## src/rtl/skew_pkg.sv

```systemverilog
// Shared types and helpers for the skew feeder: FSM state encoding,
// active-row clamping and tap-select width sizing.
package skew_pkg;

    typedef enum logic [1:0] {
        IDLE   = 2'd0,
        STREAM = 2'd1,
        DRAIN  = 2'd2
    } state_t;

    // Rows in use: 0 or anything above the array height means "all rows".
    function automatic int clamp_rows(input int rows, input int n);
        int res;
        if ((rows == 0) || (rows > n)) begin
            res = n;
        end else begin
            res = rows;
        end
        return res;
    endfunction

    // Bits needed to select one of depth+1 taps (at least one bit).
    function automatic int sel_width(input int depth);
        int res;
        if (depth > 0) begin
            res = $clog2(depth + 1);
        end else begin
            res = 1;
        end
        return res;
    endfunction

endpackage

```

## src/rtl/skew_delay_line.sv

```systemverilog
// DEPTH-stage shift register of {data, valid, last} with a global enable.
// Tap 0 is the input itself, tap k is the value k advances ago; i_sel picks
// the tap presented at the output. i_clr flushes stages 1..DEPTH-1 while
// stage 0 still loads the input, so leftovers of a finished tile cannot
// surface through a deeper tap later. DEPTH=0 degenerates to a wire.
module skew_delay_line
    import skew_pkg::*;
#(
    parameter int DEPTH  = 1,
    parameter int DATA_W = 8,
    localparam int SELW  = sel_width(DEPTH)
) (
    input  logic              clk,
    input  logic              reset,
    input  logic              i_en,
    input  logic              i_clr,
    input  logic [SELW-1:0]   i_sel,
    input  logic [DATA_W-1:0] i_data,
    input  logic              i_valid,
    input  logic              i_last,
    output logic [DATA_W-1:0] o_data,
    output logic              o_valid,
    output logic              o_last
);

    logic [DEPTH:0][DATA_W-1:0] w_tap_data;
    logic [DEPTH:0]             w_tap_valid;
    logic [DEPTH:0]             w_tap_last;

    generate
        if (DEPTH > 0) begin : g_stages
            logic [DEPTH-1:0][DATA_W-1:0] r_data;
            logic [DEPTH-1:0]             r_valid;
            logic [DEPTH-1:0]             r_last;

            // Shift one stage per advance; optional flush of the older stages.
            always_ff @(posedge clk or posedge reset) begin
                if (reset) begin
                    r_data  <= '0;
                    r_valid <= '0;
                    r_last  <= '0;
                end else if (i_en) begin
                    r_data[0]  <= i_data;
                    r_valid[0] <= i_valid;
                    r_last[0]  <= i_last;
                    for (int k = 1; k < DEPTH; k++) begin
                        r_data[k]  <= i_clr ? {DATA_W{1'b0}} : r_data[k-1];
                        r_valid[k] <= i_clr ? 1'b0 : r_valid[k-1];
                        r_last[k]  <= i_clr ? 1'b0 : r_last[k-1];
                    end
                end
            end

            assign w_tap_data  = {r_data, i_data};
            assign w_tap_valid = {r_valid, i_valid};
            assign w_tap_last  = {r_last, i_last};
        end else begin : g_wire
            assign w_tap_data  = i_data;
            assign w_tap_valid = i_valid;
            assign w_tap_last  = i_last;
        end
    endgenerate

    assign o_data  = w_tap_data[i_sel];
    assign o_valid = w_tap_valid[i_sel];
    assign o_last  = w_tap_last[i_sel];

endmodule

```

## src/rtl/skew_feeder.sv

```systemverilog
// Activation skew stage in front of the systolic array. One N-row column is
// accepted per valid/ready beat; row i reaches the outputs i advances later.
// Rows at or above the tile's active row count are zero for the whole tile,
// and a new tile is only accepted once the previous one has fully drained.
// Optional feature macro SKEW_FEEDER_DESKEW_EN adds a deskew input that
// reverses the skew (row i delayed K-1-i) to re-align array outputs.
module skew_feeder
    import skew_pkg::*;
#(
    parameter int N      = 4,
    parameter int DATA_W = 8,
    localparam int RW    = $clog2(N + 1),
    localparam int SW    = (N > 1) ? $clog2(N) : 1
) (
    input  logic              clk,
    input  logic              reset,
    input  logic              array_en,
    input  logic              in_valid,
    output logic              in_ready,
    input  logic [N*DATA_W-1:0] in_data,
    input  logic              in_last,
    input  logic [RW-1:0]     active_rows,
`ifdef SKEW_FEEDER_DESKEW_EN
    input  logic              deskew,
`endif
    output logic [N*DATA_W-1:0] out_data,
    output logic [N-1:0]      out_valid,
    output logic [N-1:0]      out_last,
    output logic              tile_done,
    output logic              busy
);

    state_t        r_state;
    state_t        w_state_nxt;
    logic [RW-1:0] r_k;
    logic [RW-1:0] w_k_in;
    logic [RW-1:0] w_k;
    logic [SW-1:0] w_exit;
    logic          w_in_ready;
    logic          w_fire;
    logic          w_first;
    logic          w_done;
    logic          w_clr;

    assign w_k_in  = RW'(clamp_rows(int'(active_rows), N));
    // The first beat of a tile already needs K before it is latched.
    assign w_k     = (r_state == IDLE) ? w_k_in : r_k;
    assign w_fire  = in_valid & w_in_ready;
    assign w_first = w_fire & (r_state == IDLE);
    // Once the tile ends the delay lines hold only stale taps; flush them.
    assign w_clr   = w_done & array_en;

`ifdef SKEW_FEEDER_DESKEW_EN
    logic r_dsk;
    logic w_dsk;

    assign w_dsk  = (r_state == IDLE) ? deskew : r_dsk;
    // Deskewed tiles finish on row 0, which carries the longest delay.
    assign w_exit = r_dsk ? {SW{1'b0}} : SW'(r_k - RW'(1'b1));

    // Tile mode latched together with K on the first beat.
    always_ff @(posedge clk or posedge reset) begin
        if (reset) begin
            r_dsk <= 1'b0;
        end else if (w_first) begin
            r_dsk <= deskew;
        end
    end
`else
    assign w_exit = SW'(r_k - RW'(1'b1));
`endif

    // Active row count for the current tile; defaults to all rows.
    always_ff @(posedge clk or posedge reset) begin
        if (reset) begin
            r_k <= RW'(N);
        end else if (w_first) begin
            r_k <= w_k_in;
        end
    end

    // FSM state register; frozen whenever the array is not advancing.
    always_ff @(posedge clk or posedge reset) begin
        if (reset) begin
            r_state <= IDLE;
        end else if (array_en) begin
            r_state <= w_state_nxt;
        end
    end

    // Next state, ready and tile completion; ready never looks at in_valid.
    always_comb begin
        w_state_nxt = r_state;
        w_in_ready  = 1'b0;
        w_done      = 1'b0;
        case (r_state)
            IDLE: begin
                w_in_ready = array_en;
                if (in_valid && array_en) begin
                    w_state_nxt = in_last ? DRAIN : STREAM;
                end else begin
                    w_state_nxt = IDLE;
                end
            end
            STREAM: begin
                w_in_ready = array_en;
                if (in_valid && array_en && in_last) begin
                    w_state_nxt = DRAIN;
                end else begin
                    w_state_nxt = STREAM;
                end
            end
            DRAIN: begin
                w_done = out_last[w_exit];
                if (array_en && w_done) begin
                    w_state_nxt = IDLE;
                end else begin
                    w_state_nxt = DRAIN;
                end
            end
            default: begin
                w_state_nxt = IDLE;
            end
        endcase
    end

    assign in_ready  = w_in_ready;
    assign tile_done = w_done;
    assign busy      = (r_state != IDLE);

    generate
        for (genvar gi = 0; gi < N; gi++) begin : g_row
`ifdef SKEW_FEEDER_DESKEW_EN
            localparam int D = N - 1;
`else
            localparam int D = gi;
`endif
            localparam int SELW_R = sel_width(D);

            logic              w_row_on;
            logic [DATA_W-1:0] w_inj_data;
            logic              w_inj_valid;
            logic              w_inj_last;
            logic [SELW_R-1:0] w_sel;
            logic [DATA_W-1:0] w_dl_data;
            logic              w_dl_valid;
            logic              w_dl_last;
            logic [DATA_W-1:0] r_out_data;
            logic              r_out_valid;
            logic              r_out_last;

            // Masked rows and non-fire cycles inject a bubble.
            assign w_row_on    = w_fire & (w_k > RW'(gi));
            assign w_inj_data  = w_row_on ? in_data[gi*DATA_W +: DATA_W] : {DATA_W{1'b0}};
            assign w_inj_valid = w_row_on;
            assign w_inj_last  = w_row_on & in_last;

`ifdef SKEW_FEEDER_DESKEW_EN
            assign w_sel = (w_dsk && (w_k > RW'(gi))) ?
                           SELW_R'(w_k - RW'(1'b1) - RW'(gi)) : SELW_R'(gi);
`else
            assign w_sel = SELW_R'(gi);
`endif

            skew_delay_line #(
                .DEPTH  (D),
                .DATA_W (DATA_W)
            ) u_dl (
                .clk     (clk),
                .reset   (reset),
                .i_en    (array_en),
                .i_clr   (w_clr),
                .i_sel   (w_sel),
                .i_data  (w_inj_data),
                .i_valid (w_inj_valid),
                .i_last  (w_inj_last),
                .o_data  (w_dl_data),
                .o_valid (w_dl_valid),
                .o_last  (w_dl_last)
            );

            // Row output register: the final stage of the row's delay.
            always_ff @(posedge clk or posedge reset) begin
                if (reset) begin
                    r_out_data  <= {DATA_W{1'b0}};
                    r_out_valid <= 1'b0;
                    r_out_last  <= 1'b0;
                end else if (array_en) begin
                    r_out_data  <= w_dl_data;
                    r_out_valid <= w_dl_valid;
                    r_out_last  <= w_dl_last;
                end
            end

            assign out_data[gi*DATA_W +: DATA_W] = r_out_data;
            assign out_valid[gi]                 = r_out_valid;
            assign out_last[gi]                  = r_out_last;
        end
    endgenerate

endmodule

```

## config.mk

```make
export PLATFORM = sky130hd
export DESIGN_NAME = skew_feeder
export DESIGN_NICKNAME = d
export VERILOG_FILES = /design/src/rtl/skew_pkg.sv /design/src/rtl/skew_delay_line.sv /design/src/rtl/skew_feeder.sv
export SDC_FILE = /design/constraint.sdc
export NUM_CORES = 1
export LEC_CHECK = 0
export CAP_MARGIN = 20
export CORE_ASPECT_RATIO = 0.75
export CORE_MARGIN = 10
export CORE_UTILIZATION = 53
export DETAILED_ROUTE_END_ITERATION = 6
export PLACE_DENSITY = 0.79
export SLEW_MARGIN = 5
export SYNTH_ARGS = -nofsm -noshare
export SYNTH_HDL_FRONTEND = slang
export SYNTH_SLANG_ARGS = --single-unit
```

## constraint.sdc

```tcl
create_clock -name clk -period 4.1 [get_ports clk]
set_input_delay 0.41 -clock clk [delete_from_list [all_inputs] [get_ports clk]]
set_output_delay 0.41 -clock clk [all_outputs]
set_load 0.005 [all_outputs]
```

==> metrics.csv <==
stage,metric,value,unit
run_status,status,completed,
final_layout,finalNetCount,490,
power_and_ir_drop,p_per_area,586.1,nW/µm²
detailed_routing,vias_per_cell,5.815,
synth,syn_nets,429,
floorplanning,start_util,0.5561,
setup_path,crit_family,simple AND/OR/NAND/NOR gates,
detailed_routing,wl_per_cell,19.52,µm
global_route,grt_start_max_net_pins,78,
synth,netlist_instances,388,
clock_tree,cts-root-buf,clkbuf_16,
floorplanning,coreArea,8636,µm²
clock_tree,clockBufferDepth,2,
final_layout,area_growth_syn_to_layout,22.77,%
clock_tree,ctsHoldBuffers,0,
synth,yosysMostFrequentCell,dfrtp_1,
detailed_routing,wirelength,10970,µm
clock_tree,clkTransAtPathRegs,0.08,ns
power_and_ir_drop,leakage,2.551,nW
synth,synth_area,4802,µm²
final_layout,multi_input_area,1869,µm²
placed_design,place_ws,1.286,ns
setup_path,crit_chain,mux4_2 -> and3b_2 -> clkdlybuf4s50_1,
placed_design,dp_hpwl,7204,µm
sta,period_needed,3.022,ns
global_route,track_usage,0.1704,
placed_design,port_buffers,82,
clock_tree,ctsHtreeMaxLevel,3,
final_layout,n_antenna_cell,0,
setup_path,critical_path_class,flip-flop to primary output,
placed_design,gp_congestion,0.7729,
sta,holdWs,0.4918,ns
floorplanning,io_pins,83,
clock_tree,post-cts-setup-buffer-count,0,
setup_path,critical_path_buf_inv_count,1,
detailed_routing,first_iter_violations,275,
sta,timing.setup.tns,0,ns
detailed_routing,num_vias,3268,
synth,synth_warnings,0,
final_layout,drive_gt1_frac,0.2093,
detailed_routing,top_layer,met4,
clock_tree,cts_sinks,105,
setup_path,critPathRequiredTime,3.69,ns
power_and_ir_drop,p_switching,1.042,mW
sta,skew,0.009120,ns
synth,synth_top_area_frac,0.5419,
power_and_ir_drop,pwr-share-clk,0.274,
clock_tree,cts_tree,done,
power_and_ir_drop,post-layout-total-power,3.455,mW
synth,synth_common_cells,"dfrtp_1, nand2_1, mux2_2",
final_layout,final_cell_area,5896,µm²
sta,rsz0062_at_grt,false,
setup_path,crit_path_start_kind,flip-flop,
synth,synth-edff-count,0,
placed_design,dp_cells,546,
sta,fin_ws,1.078,ns
global_route,grt_pass1_wl,18010,µm
floorplanning,dieHeight,102.4,µm
synth,async_reset_ff_frac,1.000,
detailed_routing,met3_length,831,µm
synth,ys.flop_type,dfrtp_1,
synth,synth_seq_cells,105,
setup_path,arrival,2.61,ns
placed_design,place_area,5563,µm²
power_and_ir_drop,seqPwrFrac,0.444,
synth,syn_avg_cell_area,12.38,µm²
synth,synth_top_cell_by_area,dfrtp_1,
detailed_routing,ant_nets,0,
floorplanning,die_w,129.9,µm
sta,fmax,330.9,MHz
sta,relSlewSlack,0.3713,
final_layout,fill_cells,648,
sta,drv_slew,0,
synth,synth.distinct_cells,39,
sta,setup_violations,0,
job,cap_violations,0,
sta,period_share,0.7372,
floorplanning,fp-row-count,29,
detailed_routing,wl_met1,4740,µm
synth,yosys-top-cells-area,"dfrtp_1, o2bb2ai_2, mux2_2, a41oi_1, nand2_1",
detailed_routing,dr.pass1.iters,4,
floorplanning,die-area,13310,µm²
setup_path,setup.worst_path.end_class,primary output,
sta,hold_viol,0,
sta,tightest_slew,0.9431,ns
setup_path,cp_slowest_cell,and3b_2,
clock_tree,cts-resized-gates,0,
setup_path,crit_fanout,31,
worst_hold_path,min_path_type,flip-flop to flip-flop,
power_and_ir_drop,ir_worst_vdd,283.9,µV
clock_tree,numCtsBuffers,9,
detailed_routing,drc,0,
global_route,antenna_found_initial,0,
setup_path,crit_path_max_incr_delay,0.82,ns
global_route,grt_remaining_overflow,0,
global_route,grt_pass1_vias,3406,
clock_tree,clk_latency,0.34,ns
final_layout,instances_no_fill,562,
power_and_ir_drop,switching_share,0.3016,
synth,seq_area_frac_synth,0.5474,
final_layout,regArea,2629,µm²
final_layout,final_util,0.6827,
detailed_routing,dr_wl_met2,5324,µm
power_and_ir_drop,power_frac_comb,0.282,
power_and_ir_drop,p_int,2.413,mW
## path summary, 6_finish.rpt
check / from / endpoint / slack [ns] / depth (start not counted)
worst max register to register: r_state[1] / g_row[3].u_dl.g_stages.r_data[2] / 2.05 / 4
min in group asynchronous: reset / g_row[3].r_out_data[6] / 0.61 / 2
worst min-delay path: g_row[3].u_dl.g_stages.r_data[16] / g_row[3].u_dl.g_stages.r_data[16] / 0.49 / 1
max in group asynchronous: reset / r_k[2] / 2.64 / 3
worst max-delay path: r_k[0] / tile_done / 1.08 / 3
worst min register to register: g_row[3].u_dl.g_stages.r_data[16] / g_row[3].u_dl.g_stages.r_data[16] / 0.49 / 1
## cell usage in the layout, fill, tap and decap left out, drive strengths merged, types with 2 or more instances in the layout
cell type and count:
nand3b 3, nand3 2, inv 19, o21ai 27, or2 2, nor4b 2, clkdlybuf4s50 81, a31oi 3
nor2b 24, o2bb2ai 31, and3b 2, clkbuf 9, nand2 50, bufinv 2, dfrtp 104, mux2i 2
o221ai 4, a41oi 23, buf 8, a22o 10, mux2 30, nor2 2, o21a 2
## logic make-up (layout without fill, tap and decap cells)
logic type,after synthesis,after routing,synth area share
simple gates,91,91,0.1027
compound gates,104,104,0.2045
fa+ha+maj,1,1,0.002605
flops,105,105,0.5474
buf+inv,54,120,0.06357
mux,33,33,0.07921
## registers in the layout, summed over array words and instances, names as in the netlist
register	count
g_row.r_out_data	32
g_row.r_out_last	4
g_row.r_out_valid	4
g_row.u_dl.g_stages.r_data	48
g_row.u_dl.g_stages.r_last	6
g_row.u_dl.g_stages.r_valid	6
r_k	3
r_state	2
## area by class of cell
cell class / instances / share of cell area
Clock buffer: 9 / 0.03820
Clock inverter: 7 / 0.01825
Inverter: 15 / 0.009975
Multi-Input combinational cell: 229 / 0.3171
Sequential cell: 105 / 0.4459
Tap cell: 108 / 0.02292
Timing Repair Buffer: 89 / 0.1477
## per-layer routing
layer  GRT usage  vias to the layer above
met1      0.2180                     1649
met5           0                        -
met3     0.06674                        8
met2      0.2722                       84
met4     0.03103                        0
li1            -                     1527
## power groups by stage
stage | Sequential (mW) | Combinational (mW) | Clock, mW
after floorplan | 1.48 | 0.629 | 0
after global placement | 1.53 | 0.952 | 0
after detailed placement | 1.55 | 0.980 | 0
after CTS | 1.54 | 0.987 | 0.968
after global routing | 1.57 | 1.07 | 1.00
final | 1.53 | 0.974 | 0.946
(Power assumes the default switching activity.)
